**src/rtl/clock_reset_sequencer.sv**
```systemverilog
// Clock/reset/run sequencer: divided domain clocks, timed core reset,
// run-cycle counter with limit, abort and restart.
module clock_reset_sequencer #(
    parameter int NUM_DOMAINS = 4,
    parameter int DIV_W       = 4,
    parameter int RESET_HOLD  = 2,
    parameter int RUN_W       = 16
) (
    input  logic                         clock,
    input  logic                         reset,
    input  logic                         start,
    input  logic                         abort,
    input  logic [NUM_DOMAINS*DIV_W-1:0] div_cfg,
    input  logic [RUN_W-1:0]             run_limit,
    output logic [NUM_DOMAINS-1:0]       domain_clk,
    output logic                         sys_reset,
    output logic                         running,
    output logic                         done,
    output logic [RUN_W-1:0]             cycle_count
);

    localparam int HOLD_W = (RESET_HOLD < 2) ? 1 : $clog2(RESET_HOLD);
    localparam logic [HOLD_W-1:0] HOLD_LAST = HOLD_W'(RESET_HOLD - 1);

    typedef enum logic [1:0] {
        S_IDLE,
        S_HOLD,
        S_RUN,
        S_DONE
    } state_t;

    state_t                       r_state;
    logic [HOLD_W-1:0]            r_hold;
    logic [NUM_DOMAINS*DIV_W-1:0] r_div;
    logic [RUN_W-1:0]             r_limit;
    logic [DIV_W-1:0]             r_dcnt [NUM_DOMAINS];
    logic [NUM_DOMAINS-1:0]       r_dclk;
    logic                         r_sys_reset;
    logic                         r_running;
    logic                         r_done;
    logic [RUN_W-1:0]             r_cycle;

    logic [RUN_W-1:0]             w_next;
    logic                         w_hit;

    assign w_next = r_cycle + RUN_W'(1);
    assign w_hit  = (r_limit != '0) && (w_next == r_limit);

    always_ff @(posedge clock or negedge reset) begin
        if (!reset) begin
            r_state     <= S_IDLE;
            r_hold      <= '0;
            r_div       <= '0;
            r_limit     <= '0;
            r_dclk      <= '0;
            r_sys_reset <= 1'b0;
            r_running   <= 1'b0;
            r_done      <= 1'b0;
            r_cycle     <= '0;
            for (int i = 0; i < NUM_DOMAINS; i++) begin
                r_dcnt[i] <= '0;
            end
        end else begin
            // Domain dividers free-run through HOLD and RUN; DONE entry below overrides.
            if (r_state == S_HOLD || r_state == S_RUN) begin
                for (int i = 0; i < NUM_DOMAINS; i++) begin
                    if (r_dcnt[i] == r_div[i*DIV_W +: DIV_W]) begin
                        r_dcnt[i] <= '0;
                        r_dclk[i] <= ~r_dclk[i];
                    end else begin
                        r_dcnt[i] <= r_dcnt[i] + DIV_W'(1);
                    end
                end
            end
            unique case (r_state)
                S_IDLE, S_DONE: begin
                    if (start) begin
                        r_state     <= S_HOLD;
                        r_div       <= div_cfg;
                        r_limit     <= run_limit;
                        r_sys_reset <= 1'b1;
                        r_done      <= 1'b0;
                        r_hold      <= '0;
                        r_cycle     <= '0;
                        r_dclk      <= '0;
                        for (int i = 0; i < NUM_DOMAINS; i++) begin
                            r_dcnt[i] <= '0;
                        end
                    end
                end
                S_HOLD: begin
                    if (r_hold == HOLD_LAST) begin
                        r_state     <= S_RUN;
                        r_sys_reset <= 1'b0;
                        r_running   <= 1'b1;
                        r_cycle     <= '0;
                    end else begin
                        r_hold <= r_hold + HOLD_W'(1);
                    end
                end
                S_RUN: begin
                    if (abort || w_hit) begin
                        r_state   <= S_DONE;
                        r_running <= 1'b0;
                        r_done    <= 1'b1;
                        r_dclk    <= '0;
                        // A limit hit on the abort edge still reports the full limit.
                        r_cycle   <= w_hit ? w_next : r_cycle;
                        for (int i = 0; i < NUM_DOMAINS; i++) begin
                            r_dcnt[i] <= '0;
                        end
                    end else begin
                        r_cycle <= w_next;
                    end
                end
                default: r_state <= S_IDLE;
            endcase
        end
    end

    assign domain_clk  = r_dclk;
    assign sys_reset   = r_sys_reset;
    assign running     = r_running;
    assign done        = r_done;
    assign cycle_count = r_cycle;

endmodule
```
**config.mk**
```make
export PLATFORM = sky130hd
export DESIGN_NAME = clock_reset_sequencer
export DESIGN_NICKNAME = d
export VERILOG_FILES = /design/src/rtl/clock_reset_sequencer.sv
export SDC_FILE = /design/constraint.sdc
export NUM_CORES = 1
export LEC_CHECK = 0
export CORE_MARGIN = 3
export CORE_UTILIZATION = 25
export DETAILED_ROUTE_END_ITERATION = 7
export PLACE_DENSITY_LB_ADDON = 0.15
export SYNTH_ARGS = -nofsm -noshare
export SYNTH_HDL_FRONTEND = slang
export SYNTH_SLANG_ARGS = --single-unit
```
**constraint.sdc**
```tcl
create_clock -name clock -period 8.35 [get_ports clock]
set_clock_uncertainty 0.05 [all_clocks]
set_input_delay 1.67 -clock clock [delete_from_list [all_inputs] [get_ports clock]]
set_output_delay 1.67 -clock clock [all_outputs]
set_load 0.02 [all_outputs]
```
== Yosys cells after proc, flatten, opt, wreduce, memory -nomap -nowiden ==
Cells that the tools add are included.
W data, S select, Z words.
Storage, ports and cells
  flip-flop bits (word level): 74
  word-level logic and storage cells: 87
Operators by class
  add/sub/neg operators: 6
  eq/ne operators: 12
  multiplexer cells: 36
  bitwise logic cells: 4
  reduce and logical (&&, ||, !) cells: 16
Operator list (number)
  $mux W16: 7
  $pmux W16 S3: 1
  $pmux W16 S2: 1
  $mux W4: 7
  $add A16 B1 Y16 const B: 1
  $add A4 B1 Y4 const B: 4
  $eq A16 B16 Y1: 1
  $eq A4 B4 Y1: 4
  $reduce_bool A16 Y1: 1
  $reduce_and A3 Y1: 5
  $mux W1: 11
  $pmux W1 S2: 4
  $pmux W4 S2: 1
  $mux W2: 3
  $pmux W2 S3: 1
  $reduce_bool A2 Y1: 3
  $eq A2 B2 Y1 const B: 2
  $ne A2 B2 Y1 const B: 2
  $not A1 Y1: 4
  $reduce_and A2 Y1: 2
  $ne A3 B3 Y1 const B: 1
  $eq A2 B1 Y1 const B: 1
  $logic_not A2 Y1: 1
  $logic_or A1 B1 Y1: 2
  other kinds (4): 4

== Longest topological paths before layout ==
Gate-level depths: netlist (run 1).
  word-level depth: 6
  mapped depth: 10

== Worst setup path after synthesis (run 1) ==
Ideal clock, no wire load.
  kind: reg-to-reg
  start point: register r_cycle[1] (netlist: cycle_count[1])
  end point: register r_dclk[0] (netlist: domain_clk[0])
  library setup time: 0.124 ns
  data arrival time: 3.203 ns
  slack: 4.973 ns
  cell stages (with the launch flop): 10
  path buffers: 0
  period minus slack after synthesis: 3.377 ns
  path through: dfrtp_1 -> ha_1 -> and4_1 -> nand2_1 -> o31a_1 -> or4b_1 -> or4_4 -> o211a_4 -> o21a_4 -> a211o_1
On the way
  word-level cells in the longest chain between the ends: 6
Ends and longest elaborated chain
  from (decl): RTL line 41  | logic [RUN_W-1:0] r_cycle;
  from (signal assigned): RTL line 108  | r_cycle <= w_hit ? w_next : r_cycle;
  from (signal assigned): RTL line 113  | r_cycle <= w_next;
  $add A16 B1 Y16: RTL line 46  | assign w_next = r_cycle + RUN_W'(1);
  $eq A16 B16 Y1: RTL line 47  | assign w_hit = (r_limit != '0) && (w_next == r_limit);
  $logic_and A1 B1 Y1: RTL line 47
  $logic_or A1 B1 Y1: RTL line 102  | if (abort || w_hit) begin
  $mux W4: RTL line 102
  $pmux W4 S2: RTL line 75  | unique case (r_state)
  to (signal, indexed assignment): RTL line 69  | r_dclk[i] <= ~r_dclk[i];
  to (decl): RTL line 37  | logic [NUM_DOMAINS-1:0] r_dclk;
Every way passes these cells.
A chain may end at the register's enable or synchronous reset.

== Worst setup path in the final report (run 1) ==
  start point: register r_cycle[0] (netlist: cycle_count[0])
  end point: register r_cycle[8] (netlist: cycle_count[8])
On the way
  word-level cells in the longest chain between the ends: 6
  elaborated cells on any way between the ends: 9
Ends and longest elaborated chain (RTL line)
  $add A16 B1 Y16 (*): 46
  $eq A16 B16 Y1: 47
  $logic_and A1 B1 Y1: 47
  $logic_or A1 B1 Y1: 102
  $ne A3 B3 Y1 (no source line) / $mux W16 (equally long branches)
  $reduce_and A3 Y1 (no source line) / $pmux W16 S3 (equally long branches)
Every way passes the cells marked *; elsewhere a longest branch is shown, timed or not. The select of a mux whose other input is x is not followed.

==> metrics.yaml, run 1 <==
clk_latency_ns: 0.34
synth_flop_cell: "dfrtp_1"
row_count: 46
fin_hold_ws_ns: 0.4798
grt_max_degree: 46
fin_crit_sh: 0.4689
ys_top_cells_by_area: "dfrtp_1 (44%), mux2_2 (8.5%), xor2_1 (5.0%), xnor2_1 (3.1%), o21ai_0 (3.0%)"
final_net_count: 513
synthMostInstantiatedCell: "dfrtp_1"
max-cap-violations: 0
crit_start: "cycle_count[0]"
io-pin-count: 59
synth_edf_count: 0
relSlewSlack: 0.3140
cts_root_buf: "clkbuf_16"
synth_seq_area_share: 0.4389
cts_hold_buffers: 0
drt_first_iter_violations: 169
finalCriticalPeriod_ns: 3.916
hpwl_microns: 7893
fmax_ghz: 0.2554
cp.required_ns: 8.58
rsz0062_at_grt: "no"
hp-class: "flop to flop"
cts.path.max_buffers: 2
holdPathStages: 1
final_hold_viol_count: 0
synth_top_area_share: 0.4389
drive_above_1_share: 0.1245
drc_errors: 0
cts_buffers: 9
drt-total-wl_microns: 10800
dr.pass1.iters: 4
ys.warnings.count: 0
ir_drop_mv: 0.1200
ant_nets: 0
grt_pass1_vias: 3391
critPathArrivalTime_ns: 4.14
synthesis.area_sq_um: 4219
setup_viol: 0
via_count: 3358
power_leakage_nw: 2.111
async_flop_share: 1.000
grt_pass1_wl_microns: 17880
post_cts_resize_count: 0
syn-mean-instance-area_sq_um: 10.09
drv_slew: 0
die_x_microns: 135.9
cp-end-kind: "flop"
tritoncts: "built"
overflow: 0
post_cts_buffers: 0
start_util: 0.2609
tightest_slew_ns: 1.029
critPathKind: "flop to flop"
die_y_microns: 135.9
place.gp.congestion: 0.8635
synth.top_cells.by_count: "dfrtp_1 (74), mux2_2 (32), nand2_1 (30)"
reg2reg_from: "cycle_count[0]"
startpoint_type: "flop"
power_density_nw_per_um2: 332.9
min-delay-start: "r_div[12]"
floorplan.die_area_sq_um: 18470
synth_top_cell_by_area: "dfrtp_1"
grt_use_total: 0.1244
synth_cell_type_count: 58
status: "complete, no violations"
cts_max_level: 3
syn-instance-count: 418
viasPerCell: 4.867
cts_sinks: 74
setup_tns_ns: 0
core-area_sq_um: 16170
ys_seq_elements: 74
path_max_fanout: 17
num_antenna_cells: 0
antenna_found_initial: 0
port_buffers: 58
syn2layout_area_growth_pct: 24.44
path_clk_slew_ns: 0.06
synth.net_count: 462
wl_per_cell_microns: 15.65
ff2ff_path_depth: 9
==> area by class of cell <==
type	count	area [sq um]
clock buffers	11	232.7
inverters	17	63.81
well taps	216	270.3
clock inverters	5	31.28
multi-input cells	306	2200
fillers	1655	10920
repair buffers	61	600.6
flip-flops and latches	74	1852
==> worst max-delay path: stages, from the launching register on <==
cell and delay (ns):
dfrtp_1 0.51, ha_1 0.30, nand4_1 0.21, nor4_2 0.33
xnor2_1 0.11, or4b_1 0.50, or4_4 0.56, o211ai_2 0.68
and2_4 0.39, a32o_1 0.20
==> final timing paths <==
path | end | slack [ns]
worst max-delay path | cycle_count[8] | 4.43
min in group asynchronous | cycle_count[1] | 1.21
worst min-delay path | r_div[12] | 0.48
worst min register to register | r_div[12] | 0.48
worst max register to register | cycle_count[8] | 4.43
max in group asynchronous | domain_clk[1] | 6.08
==> stage by stage <==
step | worst slack [ns] | std cells | total power (W) | instance area [sq um] | utilization
detailed placement | 4.424 | 674 | 0.001414 | 4986 | 0.3083
global route | 4.112 | 690 | 0.001900 | 5250 | 0.3246
global placement | 4.425 | 674 | 0.001401 | 4986 | 0.3083
finish | 4.434 | 690 | 0.001748 | 5250 | 0.3246
floorplan | 4.973 | 418 | 0.001190 | 4219 | -
CTS | 4.420 | 690 | 0.001780 | 5250 | 0.3246
==> routing by layer <==
metal | GRT usage | vias up | wire length [microns] | share of wire
li1 | - | 1622 | - | -
met4 | 0.05039 | 0 | 257 | 0.024
met5 | 0 | - | 0 | 0
met2 | 0.1988 | 72 | 5074 | 0.47
met3 | 0.03701 | 21 | 532 | 0.049
met1 | 0.1574 | 1643 | 4935 | 0.46
==> cells by family (layout without fill, tap and decap cells) <==
logic type | count (synthesis) | count (layout) | share of synthesized area
and+or+nand+nor | 140 | 140 | 0.1806
AOI/OAI and AO/OA | 84 | 84 | 0.1435
DFF | 74 | 74 | 0.4389
xor gates and xnor gates | 39 | 39 | 0.08096
buffers and inverters | 38 | 94 | 0.03974
muxes | 35 | 35 | 0.09253
adders and majority gates | 8 | 8 | 0.02373
==> state kept, by name (all words and copies together) (netlist names) <==
name	flops
r_limit	16
r_state	2
r_hold	1
running	1
done	1
domain_clk	4
cycle_count	16
r_div	16
r_dcnt	16
sys_reset	1
==> power by group <==
part | switching, W | total (W) | internal [W]
Combinational | 0.000427 | 0.000786 | 0.000360
Sequential | 0.000124 | 0.000608 | 0.000484
Clock | 0.000154 | 0.000354 | 0.000200
==> layout by cell type, fill, tap and decap left out, drive strengths merged, types with 15 or more instances in the layout <==
cell           netlist  routed
clkdlybuf4s50        0      57
dfrtp               74      74
nor2                23      23
inv                 17      17
mux2                32      32
nand3               17      17
xor2                24      24
nand2               30      30
o21ai               25      25
xnor2               15      15
(Power assumes the default switching activity.)
==> inputs of run 2 (changes only) <==
==> constraint.sdc (replaced) <==
create_clock -name clock -period 3.42 [get_ports clock]
set_clock_uncertainty 0.05 [all_clocks]
set_input_delay 0.684 -clock clock [delete_from_list [all_inputs] [get_ports clock]]
set_output_delay 0.684 -clock clock [all_outputs]
set_load 0.02 [all_outputs]
==> metrics.yaml, run 2 (same netlist as run 1, synthesis figures left out) <==
status: "complete, no violations"
core-area_sq_um: 16170  # unchanged
cts.path.max_buffers: 2  # unchanged
path_max_fanout: 9  # -8
grt_use_total: 0.1318  # +0.007478
syn2layout_area_growth_pct: 28.97
startpoint_type: "flop"
power_switching_w: 0.001795  # +150%
grt_pass1_vias: 3570  # +5.3%
io-pin-count: 59  # unchanged
cts_hold_buffers: 0  # unchanged
cts_sinks: 74  # unchanged
path_clk_slew_ns: 0.06  # about the same
grt_pass1_wl_microns: 18860  # +5.4%
max-cap-violations: 0  # unchanged
combPwrFrac: 0.457  # +0.007
ir_drop_mv: 0.3903  # +230%
ff2ff_path_depth: 8  # -1
start_util: 0.2609  # unchanged
cp-end-kind: "flop"
drive_above_1_share: 0.1667  # +0.04219
power_frac_seq: 0.326  # -0.022
final_cells: 708  # +2.6%
die_y_microns: 135.9  # unchanged
tritoncts: "built"
place.gp.congestion: 0.8797  # +1.9%
port_buffers: 58  # unchanged
critPathArrivalTime_ns: 3.49  # -0.65 ns
num_antenna_cells: 0  # unchanged
relSlewSlack: 0.3414  # +0.02745
overflow: 0  # unchanged
ant_nets: 0  # unchanged
critPathKind: "flop to flop"
antenna_found_initial: 0  # unchanged
setup_tns_ns: 0  # unchanged
power_leakage_nw: 2.213  # +4.8%
dr.pass1.iters: 4  # unchanged
viasPerCell: 4.867  # about the same
hp-class: "input pin to async pin"
setup_viol: 0  # unchanged
cp.required_ns: 3.60  # -4.98 ns
clk_latency_ns: 0.35  # about the same
hpwl_microns: 8155  # +3.3%
final_net_count: 531  # +3.5%
final_cell_mix: "dfrtp_1 (72), clkdlybuf4s50_1 (57), mux2_2 (32)"
fin_crit_sh: 0.9672  # +0.4983
mostFrequentLayoutCell: "dfrtp_1"
intPower_w: 0.002742  # +160%
p_sw_frac: 0.3957  # -0.007282
cts_root_buf: "clkbuf_16"
fin_util: 0.3365  # +0.01184
drv_slew: 0  # unchanged
finalCriticalPeriod_ns: 3.308  # -0.6077 ns
fin_hold_ws_ns: 0.4534  # -0.02638 ns
drt-total-wl_microns: 11460  # +6.1%
cts_max_level: 3  # unchanged
row_count: 46  # unchanged
floorplan.die_area_sq_um: 18470  # unchanged
cts_buffers: 9  # unchanged
rsz0062_at_grt: "no"
drt_first_iter_violations: 166  # -1.8%
final_hold_viol_count: 0  # unchanged
via_count: 3446  # +2.6%
clkPwrFrac: 0.217  # +0.014
die_x_microns: 135.9  # unchanged
dpl.cell_count: 691  # +2.5%
tightest_slew_ns: 0.9878  # -0.04117 ns
power_density_nw_per_um2: 833.9  # +150%
wl_per_cell_microns: 16.19  # +3.4%
drc_errors: 0  # unchanged
fmax_ghz: 0.3023  # +18%
grt_max_degree: 75  # +63%
[run 2: cell types whose count changed in the layout (fill, tap and decap cells not counted), moves of 2 or more]
| cell | previous run | this run |
|---|---|---|
| dfrtp_2 | 0 | 2 |
| clkbuf_8 | 0 | 2 |
| buf_4 | 4 | 21 |
| clkinv_2 | 3 | 1 |
| dfrtp_1 | 74 | 72 |
[run 2: final timing paths]
check                                from              to  slack (ns)
max reg2reg                cycle_count[8]   domain_clk[0]        0.11
min                                 reset  cycle_count[4]        0.45
max in group asynchronous           reset  cycle_count[2]        2.20
min in group clock               r_div[6]        r_div[6]        0.48
max                        cycle_count[8]   domain_clk[0]        0.11
min reg2reg                      r_div[6]        r_div[6]        0.48
[run 2: through the flow]
| step | total power (W) | instance area (sq um) | setup WS, ns |
|---|---|---|---|
| 2_1_floorplan | 0.002905 | 4219 | 0.04315 |
| 3_3_place_gp | 0.003545 | 5114 | 0.1150 |
| 3_5_place_dp | 0.003582 | 5114 | 0.06574 |
| 4_1_cts | 0.004598 | 5420 | 0.05995 |
| 5_1_grt | 0.004893 | 5441 | 0.01141 |
| 6_report | 0.004537 | 5441 | 0.1121 |
[run 2: critical path, cell delays in order (launching register included)]
cell,delay (ns)
dfrtp_1,0.50
xnor2_1,0.32
xor2_1,0.11
o31a_1,0.30
or4b_1,0.52
or4_4,0.57
o211a_4,0.28
o21a_4,0.25
a211o_1,0.30
[run 2: what timing repair did]
item | CTS | global route
setup endpoints to repair | 0 | 26
setup buffers | 0 | 1
gates resized for setup | 0 | 5
[run 2: cell type report]
class                      instances  area [sq um]
fill                            1645         10730
multi-input combinational        306          2207
sequential                        74          1854
timing repair buffer              79         739.5
tap                              216         270.3
clock buffer                      12         256.5
inverter                          17         63.81
clock inverter                     4         50.05
[run 2: power by group through the flow]
stage                     registers [W]  clock network [W]  logic (W)
after floorplan                 0.00146                  0    0.00145
after global placement          0.00149                  0    0.00206
after detailed placement        0.00149                  0    0.00209
after CTS                       0.00148            0.00102    0.00210
after global routing            0.00153            0.00106    0.00231
final                           0.00148           0.000984    0.00208
[run 2: layer usage]
layer,vias to the layer above,track usage,part of all wire
met5,-,0,0
met4,0,0.05431,0.026
met3,23,0.03923,0.045
met2,69,0.2096,0.47
met1,1682,0.1675,0.46
li1,1672,-,-
==> RTL change, RTL diff (flow settings as in run 2) <==
Change the parameter `DIV_W` from 4 to 3.
--- a/src/rtl/clock_reset_sequencer.sv
+++ b/src/rtl/clock_reset_sequencer.sv
@@ -3,5 +3,5 @@
 module clock_reset_sequencer #(
     parameter int NUM_DOMAINS = 4,
-    parameter int DIV_W       = 4,
+    parameter int DIV_W       = 3,
     parameter int RESET_HOLD  = 2,
     parameter int RUN_W       = 16
Ports: changed (resized div_cfg); port bits go from 59 to 55. The function was not compared with the original's and may differ.
==> RTL change against run 2 <==
  * Wire length fell by 6.5%
  * Combinational power fell by 25%
  * First-iteration DRC count increased by 42%
  * Cell area down 8.6%
  * Sequential cell count fell by 8
  * Area after synthesis decreased by 7.8%
  * Setup slack better by 0.27 ns
  * Total power down 14%
  * Largest cell class unchanged
  * Largest power group unchanged
  * Highest routed layer unchanged
==> RTL change: results (changes against run 2) <==
cells resized by post-CTS repair=0 (unchanged); number of global-route vias before repair=3238 (-9.3%); Starting DRT DRC Count=236 (+42%); post-synth cell types=64 (+10%); n_diodes=0 (unchanged); top cells by instance count after synthesis=66 x dfrtp_1, 34 x nand2_1, 28 x mux2_2, 22 x o21ai_0, 19 x xnor2_1; clk_lat worst skew=0.33 ns (-0.02 ns); worst-case reg-to-reg path depth=9 (+1); Final Max Slew Viols=0 (unchanged); Worst Hold Margin=0.313 ns (-0.140 ns); CP delay by family, top=simple AND/OR/NAND/NOR gates; largest net degree at the start of global routing=26 (-65%); CP max-delay cell=or4_1; Worst-path clk slew=0.06 ns (about the same); Seq/Total Area, Yosys=42.4% (-1.4 points); Worst Hold Class=primary input to asynchronous set/reset pin; status=complete, no violations; GRT Util Overall=13.2% (+0.056 points); fillers=1538 (-6.5%); Peak supply drop=0.246 mV (-37%); Final nets=485 (-8.7%); top cells by area, synth=dfrtp_1 42%, mux2_2 8.1%, xnor2_1 4.3%; CTS buffer count=9 (unchanged); global-route wire length before repair=17.6 mm (-6.7%); Root Buffer=clkbuf_16; CTS max path bufs=2 (unchanged); delay of the slowest cell on the worst path=0.52 ns (-0.05 ns); share of cells above drive strength 1=15.3% (-1.3 points); Warnings, synthesis=0 (unchanged); average wire per standard cell=16.9 um (+4.5%); peak fanout along the critical path=25 (+16); NetSw=1460 uW (-19%); PortBufs=54 (-6.9%); RD Place Congestion=0.812 (-7.7%); FF-to-FF End=cycle_count[13]; antenna violations before repair=0 (unchanged); via count of the routed design=3206 (-7.0%); syn nets=429 (-7.1%); Async SR Flop Fraction=100% (unchanged); R2R setup slack=0.38 ns (+0.27 ns); Setup Fix Bufs, Post-CTS=0 (unchanged); RR Startpoint=cycle_count[0]; post-detail-place hpwl=7.79 mm (-4.5%); crit path DAT=3.25 ns (-0.24 ns); Slew HR=58.1% (+24 points); crit start category=flop; Leak Pwr=0.00204 uW (-7.6%); CTS HTree Levels=3 (unchanged); Detailed Routing Iterations Pass 1=4 (unchanged); Main synth FF type=dfrtp_1
==> RTL change: cell types whose count changed in the layout (fill, tap and decap cells not counted), moves of 5 or more <==
cell	delta
buf_4	-9
dfrtp_1	-6
xor2_1	-13
and2_1	+7
nor2_1	-5
a32o_1	-8
inv_1	-9
or3_1	-5
or4_1	+5
==> RTL change: cell families after synthesis <==
group	count (synthesis)	share of synthesized area, %
AOI/OAI and AO/OA	85	15.6
xor gates and xnor gates	30	6.75
buffers and inverters	29	3.41
DFF	66	42.4
adders and majority gates	8	2.57
muxes	33	9.42
and+or+nand+nor	138	19.8
==> RTL change: cell type report <==
type | instances | area (sq um) | share of cell area (%)
timing repair buffer | 66 | 626 | 12.6
sequential | 66 | 1650 | 33.2
multi-input combinational | 294 | 2110 | 42.4
tap | 184 | 230 | 4.63
clock buffer | 12 | 256 | 5.16
inverter | 8 | 30.0 | 0.604
clock inverter | 4 | 73.8 | 1.48
==> RTL change: worst max-delay path by stage <==
stage,depth (start not counted),slack (ns),end
finish,9,0.38,cycle_count[13]
global route,9,0.21,cycle_count[13]
CTS,9,0.38,cycle_count[11]
detailed placement,9,0.40,cycle_count[11]
global placement,9,0.47,cycle_count[11]
floorplan,9,0.61,cycle_count[2]
==> RTL change: power by group through the flow <==
stage	sequential, uW	combinational [uW]	clock, uW
2_1_floorplan	1250	1100	0
3_3_place_gp	1300	1550	0
3_5_place_dp	1310	1570	0
4_1_cts	1290	1580	1060
5_1_grt	1330	1750	1090
6_report	1290	1560	1030
==> RTL change: through the flow <==
stage	cells	area [sq um]	util, %	worst slack (ns)
global route	634	4970	33.5	0.215
detailed placement	618	4640	31.2	0.396
floorplan	389	3890	-	0.607
CTS	634	4970	33.5	0.377
global placement	618	4640	31.2	0.467
finish	634	4970	33.5	0.380
==> RTL change: routing by layer <==
layer / global-route usage (%) / part of all wire, % / vias up
met5: 0 / 0 / -
met1: 17.8 / 47 / 1558
met4: 4.96 / 2.1 / 0
li1: - / - / 1565
met2: 21.0 / 47 / 70
met3: 2.80 / 3.6 / 13
